==> config.mk <==
export PLATFORM = sky130hd
export DESIGN_NAME = theta_tracker
export DESIGN_NICKNAME = d
export VERILOG_FILES = /design/src/rtl/theta_pkg.sv /design/src/rtl/sync_edge.sv /design/src/rtl/theta_tracker.sv
export SDC_FILE = /design/constraint.sdc
export NUM_CORES = 1
export LEC_CHECK = 0
export BUFFER_PORTS_ARGS = -buffer_cell sky130_fd_sc_hd__buf_2
export CAP_MARGIN = 5
export CORE_UTILIZATION = 55
export CTS_CLUSTER_SIZE = 10
export DETAILED_ROUTE_END_ITERATION = 12
export GPL_TIMING_DRIVEN = 0
export PLACE_DENSITY = 0.84
export SKIP_LAST_GASP = 1
export SLEW_MARGIN = 20
export SYNTH_ARGS = -nofsm -noshare
export SYNTH_HDL_FRONTEND = slang
export SYNTH_SLANG_ARGS = --single-unit
export TNS_END_PERCENT = 5
==> constraint.sdc <==
create_clock -name clk_in -period 3.7 [get_ports clk_in]
set_input_delay 0.37 -clock clk_in [delete_from_list [all_inputs] [get_ports clk_in]]
set_output_delay 0.37 -clock clk_in [all_outputs]
set_load 0.03 [all_outputs]
==> src/rtl/theta_pkg.sv <==
`default_nettype none
// ============================================================================
//  Module      : theta_pkg
//  Description : Shared tracker state encoding and small helpers.
//  Revision    : 1.0  initial release
// ============================================================================
package theta_pkg;

    localparam int STATE_W = 2;

    typedef enum logic [STATE_W-1:0] {
        UNLOCKED = 2'd0,
        CAL      = 2'd1,
        LOCKED   = 2'd2
    } theta_state_e;

    // True once the first qualifying edge has been seen since the last loss of lock.
    function automatic logic is_tracking(input theta_state_e s);
        return (s != UNLOCKED);
    endfunction

endpackage
`default_nettype wire

==> src/rtl/sync_edge.sv <==
`default_nettype none
// ============================================================================
//  Module      : sync_edge
//  Description : Two-flop synchronizer followed by a registered rising-edge pulse.
//  Revision    : 1.0  initial release
// ============================================================================
module sync_edge (
    input  logic clk_in,
    input  logic rst_in,
    input  logic async_i,
    output logic rise_o
);

    logic meta_q;
    logic sync_q;
    logic prev_q;
    logic rise_q;

    always_ff @(posedge clk_in or posedge rst_in) begin
        if (rst_in) begin
            meta_q <= 1'b0;
            sync_q <= 1'b0;
            prev_q <= 1'b0;
            rise_q <= 1'b0;
        end else begin
            meta_q <= async_i;
            sync_q <= meta_q;
            prev_q <= sync_q;
            rise_q <= sync_q & ~prev_q;
        end
    end

    assign rise_o = rise_q;

endmodule
`default_nettype wire

==> src/rtl/theta_tracker.sv <==
`default_nettype none
// ============================================================================
//  Module      : theta_tracker
//  Description : Hall-index rotor angle tracker producing a slice index per revolution.
//  Revision    : 1.0  initial release
// ============================================================================
module theta_tracker
    import theta_pkg::*;
#(
    parameter int ROTATIONAL_RES = 256,
    parameter int PERIOD_WIDTH   = 32,
    parameter int MIN_PERIOD     = 4096,
    parameter int MAX_PERIOD     = 2**26
) (
    input  logic                              clk_in,
    input  logic                              rst_in,
    input  logic                              hall_in,
    output logic [$clog2(ROTATIONAL_RES)-1:0] dtheta,
    output logic                              dtheta_strobe,
    output logic                              locked,
    output logic [PERIOD_WIDTH-1:0]           period_out
);

    localparam int                       c_theta_w    = $clog2(ROTATIONAL_RES);
    localparam logic [PERIOD_WIDTH-1:0]  c_one        = PERIOD_WIDTH'(1);
    localparam logic [PERIOD_WIDTH-1:0]  c_min_period = PERIOD_WIDTH'(MIN_PERIOD);
    localparam logic [PERIOD_WIDTH-1:0]  c_max_period = PERIOD_WIDTH'(MAX_PERIOD);
    localparam logic [c_theta_w-1:0]     c_theta_last = c_theta_w'(ROTATIONAL_RES - 1);
    localparam logic [c_theta_w-1:0]     c_theta_one  = c_theta_w'(1);

    logic                    w_hall_edge;
    logic                    w_accept;
    logic                    w_timeout;
    logic                    w_slice_end;

    logic [PERIOD_WIDTH-1:0] period_cnt_q;
    logic [PERIOD_WIDTH-1:0] period_cnt_d;

    theta_state_e            state_q;
    logic                    locked_q;
    logic                    strobe_q;
    logic [c_theta_w-1:0]    dtheta_q;
    logic [PERIOD_WIDTH-1:0] period_q;
    logic [PERIOD_WIDTH-1:0] slice_len_q;
    logic [PERIOD_WIDTH-1:0] slice_cnt_q;

    sync_edge u_sync_edge (
        .clk_in  (clk_in),
        .rst_in  (rst_in),
        .async_i (hall_in),
        .rise_o  (w_hall_edge)
    );

    // Edges closer than MIN_PERIOD are bounce and must not restart the counter.
    assign w_accept    = w_hall_edge && (period_cnt_q >= c_min_period);
    assign w_timeout   = (period_cnt_q >= c_max_period);
    assign w_slice_end = (slice_cnt_q == (slice_len_q - c_one));

    always_comb begin
        period_cnt_d = period_cnt_q;
        if (w_accept) begin
            period_cnt_d = c_one;
        end else if (period_cnt_q < c_max_period) begin
            period_cnt_d = period_cnt_q + c_one;
        end
    end

    always_ff @(posedge clk_in or posedge rst_in) begin
        if (rst_in) begin
            period_cnt_q <= '0;
        end else begin
            period_cnt_q <= period_cnt_d;
        end
    end

    // The counter saturates at MAX_PERIOD, so any accepted edge is within range.
    always_ff @(posedge clk_in or posedge rst_in) begin
        if (rst_in) begin
            state_q     <= UNLOCKED;
            locked_q    <= 1'b0;
            strobe_q    <= 1'b0;
            dtheta_q    <= '0;
            period_q    <= '0;
            slice_len_q <= '0;
            slice_cnt_q <= '0;
        end else begin
            strobe_q <= 1'b0;
            if (w_accept) begin
                if (!is_tracking(state_q)) begin
                    state_q <= CAL;
                end else begin
                    state_q     <= LOCKED;
                    locked_q    <= 1'b1;
                    period_q    <= period_cnt_q;
                    slice_len_q <= period_cnt_q >> c_theta_w;
                    slice_cnt_q <= '0;
                    dtheta_q    <= '0;
                    strobe_q    <= 1'b1;
                end
            end else if (w_timeout && is_tracking(state_q)) begin
                state_q     <= UNLOCKED;
                locked_q    <= 1'b0;
                dtheta_q    <= '0;
                slice_cnt_q <= '0;
            end else if (state_q == LOCKED) begin
                if (w_slice_end) begin
                    slice_cnt_q <= '0;
                    // Parking on the last slice keeps a slowing rotor from aliasing to 0.
                    if (dtheta_q != c_theta_last) begin
                        dtheta_q <= dtheta_q + c_theta_one;
                        strobe_q <= 1'b1;
                    end
                end else begin
                    slice_cnt_q <= slice_cnt_q + c_one;
                end
            end
        end
    end

    assign dtheta        = dtheta_q;
    assign dtheta_strobe = strobe_q;
    assign locked        = locked_q;
    assign period_out    = period_q;

endmodule
`default_nettype wire

== After elaboration in Yosys (flattened, before gate mapping) ==
Index checks and enable logic that the tools add are counted.

* Register bits after elaboration: 136
* Bits of input ports: 3
* Output and inout bits: 42
* Word-level logic and storage cells: 62

* Add/sub/neg operators: 4
* $lt $le $gt $ge: 3
* Equal/unequal tests: 4
* Mux-type cells: 25
* Bitwise logic cells: 2
* Reductions and logical operators: 12

{| class="wikitable"
|+ Operator list
! cell !! number
|-
| $mux W32 || 7
|-
| $add A32 B1 Y32 const B || 2
|-
| $mux W8 || 6
|-
| $eq A32 B32 Y1 || 1
|-
| $ge A32 B13 Y1 const B || 1
|-
| $ge A32 B27 Y1 const B || 1
|-
| $lt A32 B27 Y1 const B || 1
|-
| $sub A24 B1 Y25 const B || 1
|-
| $mux W1 || 9
|-
| $reduce_bool A3 Y1 || 3
|-
| $add A8 B1 Y8 const B || 1
|-
| $ne A8 B8 Y1 const B || 1
|-
| $mux W2 || 3
|-
| $reduce_and A2 Y1 || 3
|-
| $reduce_bool A2 Y1 || 3
|-
| $reduce_and A4 Y1 || 1
|-
| $eq A2 B2 Y1 const B || 1
|-
| $logic_and A1 B1 Y1 || 2
|-
| $ne A2 B1 Y1 const B || 1
|-
| $and A1 B1 Y1 || 1
|-
| $not A1 Y1 || 1
|}

== Logic depth before layout (Yosys ltp) ==
Gate-level depths: netlist of the first run.

* Depth in word-level cells: 6
* Gate-level depth with buffers: 13

== By module ==
From an unflattened synthesis of the first run, not the netlist that was laid out.

* Cells, all modules: 640
* Area, all modules: 6079.6 µm²

{| class="wikitable"
|+ Modules (own cells, without submodules)
! module !! times used !! cells an instance !! area an instance (µm²)
|-
| theta_tracker || 1 || 634 || 5962.0
|-
| sync_edge || 1 || 6 || 117.6
|}

== Worst setup path after synthesis of the first run ==
No wires, ideal clock.

* Path type: register to register
* Start: register, netlist name period_out[12]
* End: register dtheta_q[2], in the netlist dtheta[2]
* Setup time: 0.133 ns
* Arrival time: 3.459 ns
* Slack: 0.107 ns
* Cell stages (with the launch flop): 13
* Cell sequence: dfrtp_1 > buf_6 > or4_4 > buf_6 > or4_4 > or3_1 > a211o_1 > a2bb2oi_2 > o2111ai_1 > buf_2 > buf_2 > o311ai_1 > nand3_1

{| class="wikitable"
|+ RTL lines
! element !! RTL line !! text
|-
| end signal, assigned || theta_tracker.sv:110 || <nowiki>dtheta_q <= dtheta_q + c_theta_one;</nowiki>
|-
| end, declared || theta_tracker.sv:42 || <nowiki>logic [c_theta_w-1:0] dtheta_q;</nowiki>
|}

==> metrics.yaml, run 1 <==
grt_pass1_wl_um: 23140
cp_top_family: "simple AND/OR/NAND/NOR gates"
stdcell_area_um2: 6857
netlist-cell-type-count: 58
drive_gt1_frac: 0.1825
vias: 4983
worstPathRequired_ns: 4.03
whs_ns: 0.001818
fin_util: 0.6525
cts_buffer_depth: 2
synth_top_family_by_area: "simple AND/OR/NAND/NOR gates"
critPathSlowestCell: "or4_4"
synthMuxAreaShare: 0.06062
synthSimpleGateAreaFrac: 0.2510
die_w_um: 106.9
drc: 0
synth_fa_ha_area_frac: 0.01035
overflow: 0
cts_root_buf: "clkbuf_8"
die_area_um2: 11420
fmax_mhz: 273.6
antenna_found_initial: 0
cts_tree: "done"
layout_common_cells: "112 x dfrtp_1, 74 x nor2_1, 58 x nand2_1, 47 x xor2_1, 47 x buf_2"
peakVddDrop_mv: 0.3116
pin_count: 45
drt_first_iter_violations: 264
areaGrowthSynthToFinish_pct: 13.39
ys_warn_count: 0
hold_buffers: 0
synth_seq_area_share: 0.4635
routed_wl_um: 14020
synthesis.area_per_instance_um2: 9.629
critPathMaxFanout: 8
die_y_um: 106.9
cp-end-kind: "register"
async_flop_share: 1.000
synth_seq_cells: 112
max-cap-violations: 0
hpwl_um: 10040
htree_levels: 3
cts_buffers: 9
p_leak_nw: 3.330
grt_pass1_vias: 4710
synth_ff_type: "dfrtp_1"
post_drt_via_cell_ratio: 5.989
cp.arrival_ns: 3.98
num_antenna_cells: 0
clock_sinks: 112
post-route-period-util: 0.9880
max_slew_margin: 0.3967
finalCriticalPeriod_ns: 3.656
ant_nets: 0
hold_viol_final: 0
path_cells: "or4_4 -> or4_4 -> or3_1 -> a211o_1 -> a2bb2oi_2 -> o2111ai_4 -> buf_6 -> buf_4 -> or4_1 -> nand3_1"
synth_nets: 636
hp-class: "in2async"
synth_compound_area_frac: 0.07821
synth_edf_count: 0
core_um2: 10510
track_usage: 0.2600
globalplace.congestion: 0.9122
fp-row-count: 37
slew_viol_final: 0
clkTransAtPathRegs_ns: 0.11
cp_num_buf_inv: 2
status: "finished, final reports clean"
worst_pin_slew_ns: 0.8966
syn_area_um2: 6047
wl_per_cell_um: 16.85
grt_max_degree: 60
portBuffers: 44
clk-insertion-delay-late_ns: 0.39
p_per_area_nw_per_um2: 284.9
placed_area_um2: 6470
crit_path_start_kind: "register"
cpPeakStageDelay_ns: 0.63
fin_skew_ns: 0.01474
synthXorXnorAreaFrac: 0.1086
crit_type: "reg2reg"
final_nets: 699
worst_path_most_repeated_cell: "or4_4"
setup_tns_ns: 0
final_common_cell: "dfrtp_1"
start_util: 0.5754
drt_pass1_iterations: 4
syn_inst: 628
final-setup-viol-count: 0
## synthesized netlist by cell type, types with 3 or more instances
cell / count / area [um^2]
clkbuf_1: 15 / 56.30
buf_1: 6 / 22.52
or4_1: 9 / 67.56
or3_1: 11 / 68.82
and2_1: 4 / 25.02
ha_1: 5 / 62.56
o21ai_0: 20 / 100.1
nand2_1: 58 / 217.7
and3_1: 17 / 106.4
and4_1: 5 / 43.79
inv_1: 11 / 41.29
nor4_1: 14 / 87.58
nand4_1: 18 / 112.6
o311ai_0: 3 / 26.28
mux2i_1: 4 / 40.04
nor3_1: 18 / 90.09
nand4b_1: 3 / 26.28
dfrtp_1: 112 / 2803
a211o_1: 3 / 26.28
nor3b_1: 4 / 30.03
nor2_1: 74 / 277.8
buf_2: 5 / 25.02
xnor2_1: 28 / 245.2
a31oi_1: 4 / 25.02
nor2b_1: 7 / 43.79
xor2_1: 47 / 411.6
nand3_1: 35 / 175.2
mux2_2: 29 / 326.6
a21oi_1: 16 / 80.08
o22ai_1: 3 / 18.77
## power by group
group	switching (mW)	internal (mW)	leakage, nW	total, mW
logic	0.0246	0.00451	1.70	0.0291
registers	0.00137	1.23	1.54	1.23
clock network	0.441	0.256	0.0867	0.697
total	0.467	1.49	3.33	1.95
## routing by layer
layer  up-vias  part of all wire  GRT usage
met4         0             0.023     0.1008
met3        26             0.053    0.05714
met1      2459              0.44     0.3541
met2       145              0.48     0.4060
met5         -                 0          0
li1       2353                 -          -
## area by class of cell
class / count / area [um^2]
buffer: 27 / 137.6
clock buffer: 10 / 127.6
clock inverter: 6 / 51.30
fill: 836 / 3652
inverter: 11 / 46.29
multi-input combinational: 477 / 3216
sequential: 112 / 2803
tap: 136 / 170.2
timing repair buffer: 53 / 305.3
## logic make-up after synthesis
kind of cell             Yosys count
flip-flops                       112
AND/OR/NAND/NOR                  292
multiplexers                      33
buffers and inverters             39
AO/OA/AOI/OAI                     72
adder cells (fa/ha/maj)            5
XOR/XNOR                          75
## stage by stage
step / worst slack [ns] / total power, mW / cells
after floorplan: 0.1075 / 1.269 / 628
after global placement: -0.7312 / 1.277 / 808
after detailed placement: -0.5190 / 1.282 / 809
after CTS: -0.1065 / 1.974 / 826
after global routing: -0.0001874 / 2.026 / 832
final: 0.04437 / 1.953 / 832
## what timing repair did
item	CTS	global route
setup endpoints to repair	41	41
pin swaps	1	2
gates resized for setup	8	19
hold endpoints to repair	0	0
setup buffers	1	6
cloned	0	1
## path summary, 6_finish.rpt
check,from,to,slack [ns],cells after the start
min in group clk_in,hall_in,u_sync_edge.meta_q,0.08,1
min reg2reg,u_sync_edge.meta_q,u_sync_edge.sync_q,0.36,0
min,rst_in,period_out[7],0.002,2
max in group asynchronous,rst_in,slice_cnt_q[20],3.04,3
max reg2reg,period_out[16],dtheta[4],0.04,10
max,period_out[16],dtheta[4],0.04,10
## sequential cells by signal, summed over array words and instances, names as in the netlist
register            flops
dtheta_strobe           1
u_sync_edge.sync_q      1
u_sync_edge.meta_q      1
dtheta                  8
state_q                 2
u_sync_edge.prev_q      1
locked                  1
period_out             32
slice_cnt_q            32
period_cnt_q           32
u_sync_edge.rise_o      1
Note: power is estimated with default switching activity, not from simulation.
==> run 2, diff against run 1 <==
Settings changed: BUFFER_PORTS_ARGS -buffer_cell sky130_fd_sc_hd__buf_2 to -buffer_cell sky130_fd_sc_hd__buf_4, PLACE_DENSITY 0.84 to 0.77.
==> metrics.yaml, run 2 (synthesized netlist as in run 1, its figures left out) <==
p_seq_frac: 0.603
placed_area_um2: 6580
cp_top_family: "simple AND/OR/NAND/NOR gates"
grt_pass1_wl_um: 22710
post-route-period-util: 0.9798
final_nets: 698
rr_endpoint: "dtheta[2]"
cts_tree: "done"
final-setup-viol-count: 0
final_common_cell: "dfrtp_1"
fin_util: 0.6646
grtUsageMet1: 0.3577
cts_buffer_depth: 2
clock_sinks: 112
combPwrFrac: 0.015
finalCriticalPeriod_ns: 3.625
drt_first_iter_violations: 277
routed_wl_um: 13870
rr_worst_depth: 10
htree_levels: 3
antenna_found_initial: 0
max_slew_margin: 0.3729
critPathSlowestCell: "or4_4"
vias: 4947
worst_path_most_repeated_cell: "or4_4"
crit_path_start_kind: "register"
use_met2: 0.3986
overflow: 0
clk-insertion-delay-late_ns: 0.40
stdcell_area_um2: 6984
die_area_um2: 11420
globalplace.congestion: 0.8766
track_usage: 0.2572
peakVddDrop_mv: 0.3095
worst_pin_slew_ns: 0.9321
p_sw_frac: 0.2184
cts_buffers: 9
max-cap-violations: 0
clkTransAtPathRegs_ns: 0.11
grt_pass1_vias: 4557
critPathMaxFanout: 10
fp-row-count: 37
dpl.cell_count: 809
areaGrowthSynthToFinish_pct: 15.50
drc: 0
hpwl_um: 9976
slew_viol_final: 0
crit_type: "reg2reg"
pin_count: 45
cts_root_buf: "clkbuf_8"
fmax_mhz: 275.9
cpPeakStageDelay_ns: 0.62
power_switching_mw: 0.4440
die_y_um: 106.9
num_antenna_cells: 0
p_leak_nw: 3.340
total_power_mw: 2.033
cp.arrival_ns: 3.90
worstPathRequired_ns: 3.97
hold_buffers: 0
cp-end-kind: "register"
core_um2: 10510
drive_gt1_frac: 0.1842
fin_skew_ns: 0.01387
r2r_slack_ns: 0.07
met3_usage: 0.05410
status: "finished, final reports clean"
die_w_um: 106.9
hp-class: "in2async"
grt_busiest_layer: "met2"
ant_nets: 0
clockPowerShare: 0.382
final_cells: 831
p_per_area_nw_per_um2: 291.1
wl_per_cell_um: 16.69
fillerInstances: 850
p_int_mw: 1.589
cp_num_buf_inv: 2
start_util: 0.5754
grt_max_degree: 59
whs_ns: 0.004486
path_cells: "or4_4 -> or4_4 -> or3_1 -> a211o_1 -> a2bb2oi_2 -> o2111ai_4 -> buf_6 -> buf_4 -> o311ai_2 -> nand3_1"
portBuffers: 44
post_drt_via_cell_ratio: 5.953
r2r-start: "period_out[16]"
drt_pass1_iterations: 5
layout_common_cells: "112 x dfrtp_1, 73 x nor2_1, 58 x nand2_1, 53 x buf_4, 47 x xor2_1"
hold_viol_final: 0
[run 2: cell types whose count changed in the layout (fill, tap and decap cells not counted), moves of 2 or more]
cell / delta
buf_2: -44
buf_4: +45
clkbuf_8: +2
clkinvlp_4: -2
[run 2: final cells by class]
cell class | instances | area (um^2) | area share
Sequential cell | 112 | 2803 | 0.4013
Buffer | 26 | 130.1 | 0.01863
Tap cell | 136 | 170.2 | 0.02436
Inverter | 11 | 46.29 | 0.006628
Multi-Input combinational cell | 477 | 3206 | 0.4590
Timing Repair Buffer | 53 | 415.4 | 0.05948
Clock buffer | 12 | 155.1 | 0.02221
Clock inverter | 4 | 58.81 | 0.008420
[run 2: power by group through the flow]
stage,sequential [mW],combinational [mW],clock (mW)
global route,1.23,0.0356,0.840
global placement,1.25,0.0270,0
detailed placement,1.25,0.0321,0
floorplan,1.25,0.0188,0
finish,1.23,0.0301,0.776
CTS,1.23,0.0323,0.799
[run 2: timing repair]
action,4_1_cts,5_1_grt
gates resized for setup,14,13
setup buffers,1,6
cloned,1,0
pin swaps,2,2
setup endpoints to repair,41,34
[run 2: how the worst max path moves through the flow]
stage | slack [ns] | startpoint | cells after the start | to
detailed placement | -0.50 | period_out[8] | 12 | slice_cnt_q[21]
global route | -0.006 | period_out[16] | 10 | dtheta[2]
global placement | -0.83 | rst_in | 2 | slice_cnt_q[23]
CTS | -0.06 | period_out[12] | 12 | dtheta[6]
floorplan | 0.11 | period_out[12] | 12 | dtheta[2]
finish | 0.07 | period_out[16] | 10 | dtheta[2]
[run 2: worst register-to-register path: cells and delay by family (launching register included)]
kind            cells  cell delay (ns)
compound gates      4             0.94
flops               1             0.51
simple gates        4             1.70
buf+inv             2             0.37
[run 2: metal layers]
metal  routed length (um)  share of wire
met1                 6395           0.46
met2                 6442           0.46
met3                  717          0.052
met4                  311          0.022
met5                    0              0
[run 2: metrics by stage]
stage | setup slack [ns] | setup TNS (ns)
floorplan | 0.1075 | 0
global placement | -0.8261 | -106.36
detailed placement | -0.5000 | -14.87
CTS | -0.06242 | -0.1946
global route | -0.005981 | -0.01827
finish | 0.07484 | 0
==> run 3, diff against run 2 <==
Settings changed: CORE_UTILIZATION 55 to 60, PLACE_DENSITY 0.77 to 0.8.
Clock period 3.7 ns to 4 ns, I/O delays scaled along.
==> metrics.yaml, run 3 (synthesized netlist as in run 1, its figures left out) <==
total_power_mw: 1.794
max-cap-violations: 0
placed_area_um2: 6576
fmax_mhz: 258.0
r2r-start: "period_out[13]"
combPwrFrac: 0.015
max_slew_margin: 0.3168
power_switching_mw: 0.4215
p_int_mw: 1.372
hpwl_um: 10150
cts_buffers: 9
cts_buffer_depth: 2
hold_viol_final: 0
routed_wl_um: 13920
peakVddDrop_mv: 0.3802
start_util: 0.6187
p_leak_nw: 3.271
final_nets: 693
cp-end-kind: "register"
die_y_um: 102.4
fin_util: 0.6974
drt_pass1_iterations: 5
globalplace.congestion: 0.9017
drive_gt1_frac: 0.1640
drt_first_iter_violations: 319
die_area_um2: 10480
wl_per_cell_um: 16.93
fin_ws_ns: 0.1244
setup_tns_ns: 0
finalCriticalPeriod_ns: 3.876
crit_type: "reg2reg"
track_usage: 0.2887
crit_path_start_kind: "register"
dpl.cell_count: 806
grt_pass1_wl_um: 22890
vias: 4978
final-setup-viol-count: 0
layout_common_cells: "112 x dfrtp_1, 74 x nor2_1, 58 x nand2_1, 47 x xor2_1, 45 x buf_4"
core_um2: 9774
pre_cts_ws_ns: -0.1710
pin_count: 45
cp.arrival_ns: 4.15
num_antenna_cells: 0
post_drt_via_cell_ratio: 6.056
cts_tree: "done"
worstPathRequired_ns: 4.27
slew_viol_final: 0
areaGrowthSynthToFinish_pct: 12.73
fin_skew_ns: 0.02192
final_common_cell: "dfrtp_1"
crit_start: "period_out[13]"
fp-row-count: 36
whs_ns: 0.02395
cts_root_buf: "clkbuf_8"
grt_pass1_vias: 4648
p_per_area_nw_per_um2: 263.1
clk-insertion-delay-late_ns: 0.40
portBuffers: 44
stdcell_area_um2: 6817
status: "finished, final reports clean"
overflow: 0
p_sw_frac: 0.2350
post-route-period-util: 0.9689
worst_pin_slew_ns: 1.015
final_cells: 822
htree_levels: 3
ant_nets: 0
fillerInstances: 759
antenna_found_initial: 0
clock_sinks: 112
clockPowerShare: 0.352
hp-class: "in2async"
p_seq_frac: 0.633
drc: 0
rsz0062_at_grt: "no"
critPathMaxFanout: 10
clkTransAtPathRegs_ns: 0.11
die_w_um: 102.4
grt_max_degree: 58
run 3: timing repair:
action                                  CTS  global route
hold buffers                              0             0
pin swaps                                 0             1
setup buffers                             0             1
endpoints found under the setup margin   27            33
gates resized for setup                   3             6
run 3: power by group through the flow:
stage | clock network, mW | registers (mW) | logic (mW)
finish | 0.631 | 1.13 | 0.0278
global route | 0.690 | 1.14 | 0.0330
CTS | 0.651 | 1.13 | 0.0298
detailed placement | 0 | 1.16 | 0.0297
global placement | 0 | 1.16 | 0.0247
floorplan | 0 | 1.16 | 0.0173
run 3: final cells by class:
class	count	area, um^2	share of cell area
repair buffers	46	365.4	0.05360
multi-input cells	477	3133	0.4596
inverters	11	46.29	0.006791
clock buffers	9	123.9	0.01817
flip-flops and latches	112	2803	0.4112
plain buffers	28	126.4	0.01854
well taps	133	166.4	0.02441
clock inverters	6	52.55	0.007709
run 3: per-layer routing:
layer,up-vias,part of all wire,track usage
li1,2355,-,-
met2,147,0.48,0.4528
met5,-,0,0
met1,2450,0.43,0.3887
met4,0,0.021,0.1055
met3,26,0.063,0.07387
run 3: worst max-delay path, cell delays in order, from the launching register on:
cell and delay (ns):
dfrtp_1 0.39, buf_2 0.19, or4_4 0.52, buf_6 0.15
or4_4 0.55, or3_1 0.40, a211o_1 0.32, a2bb2oi_2 0.19
o2111ai_2 0.22, buf_2 0.25, buf_2 0.21, o311ai_1 0.25
nand3_1 0.12
run 3: worst paths after layout:
check / end / slack (ns) / cells past startpoint
worst min register to register: u_sync_edge.sync_q / 0.36 / 0
worst max register to register: dtheta[2] / 0.12 / 12
worst min-delay path: period_out[3] / 0.02 / 2
min in group clk_in: u_sync_edge.meta_q / 0.11 / 1
worst max-delay path: dtheta[2] / 0.12 / 12
max in group asynchronous: slice_cnt_q[14] / 3.31 / 3
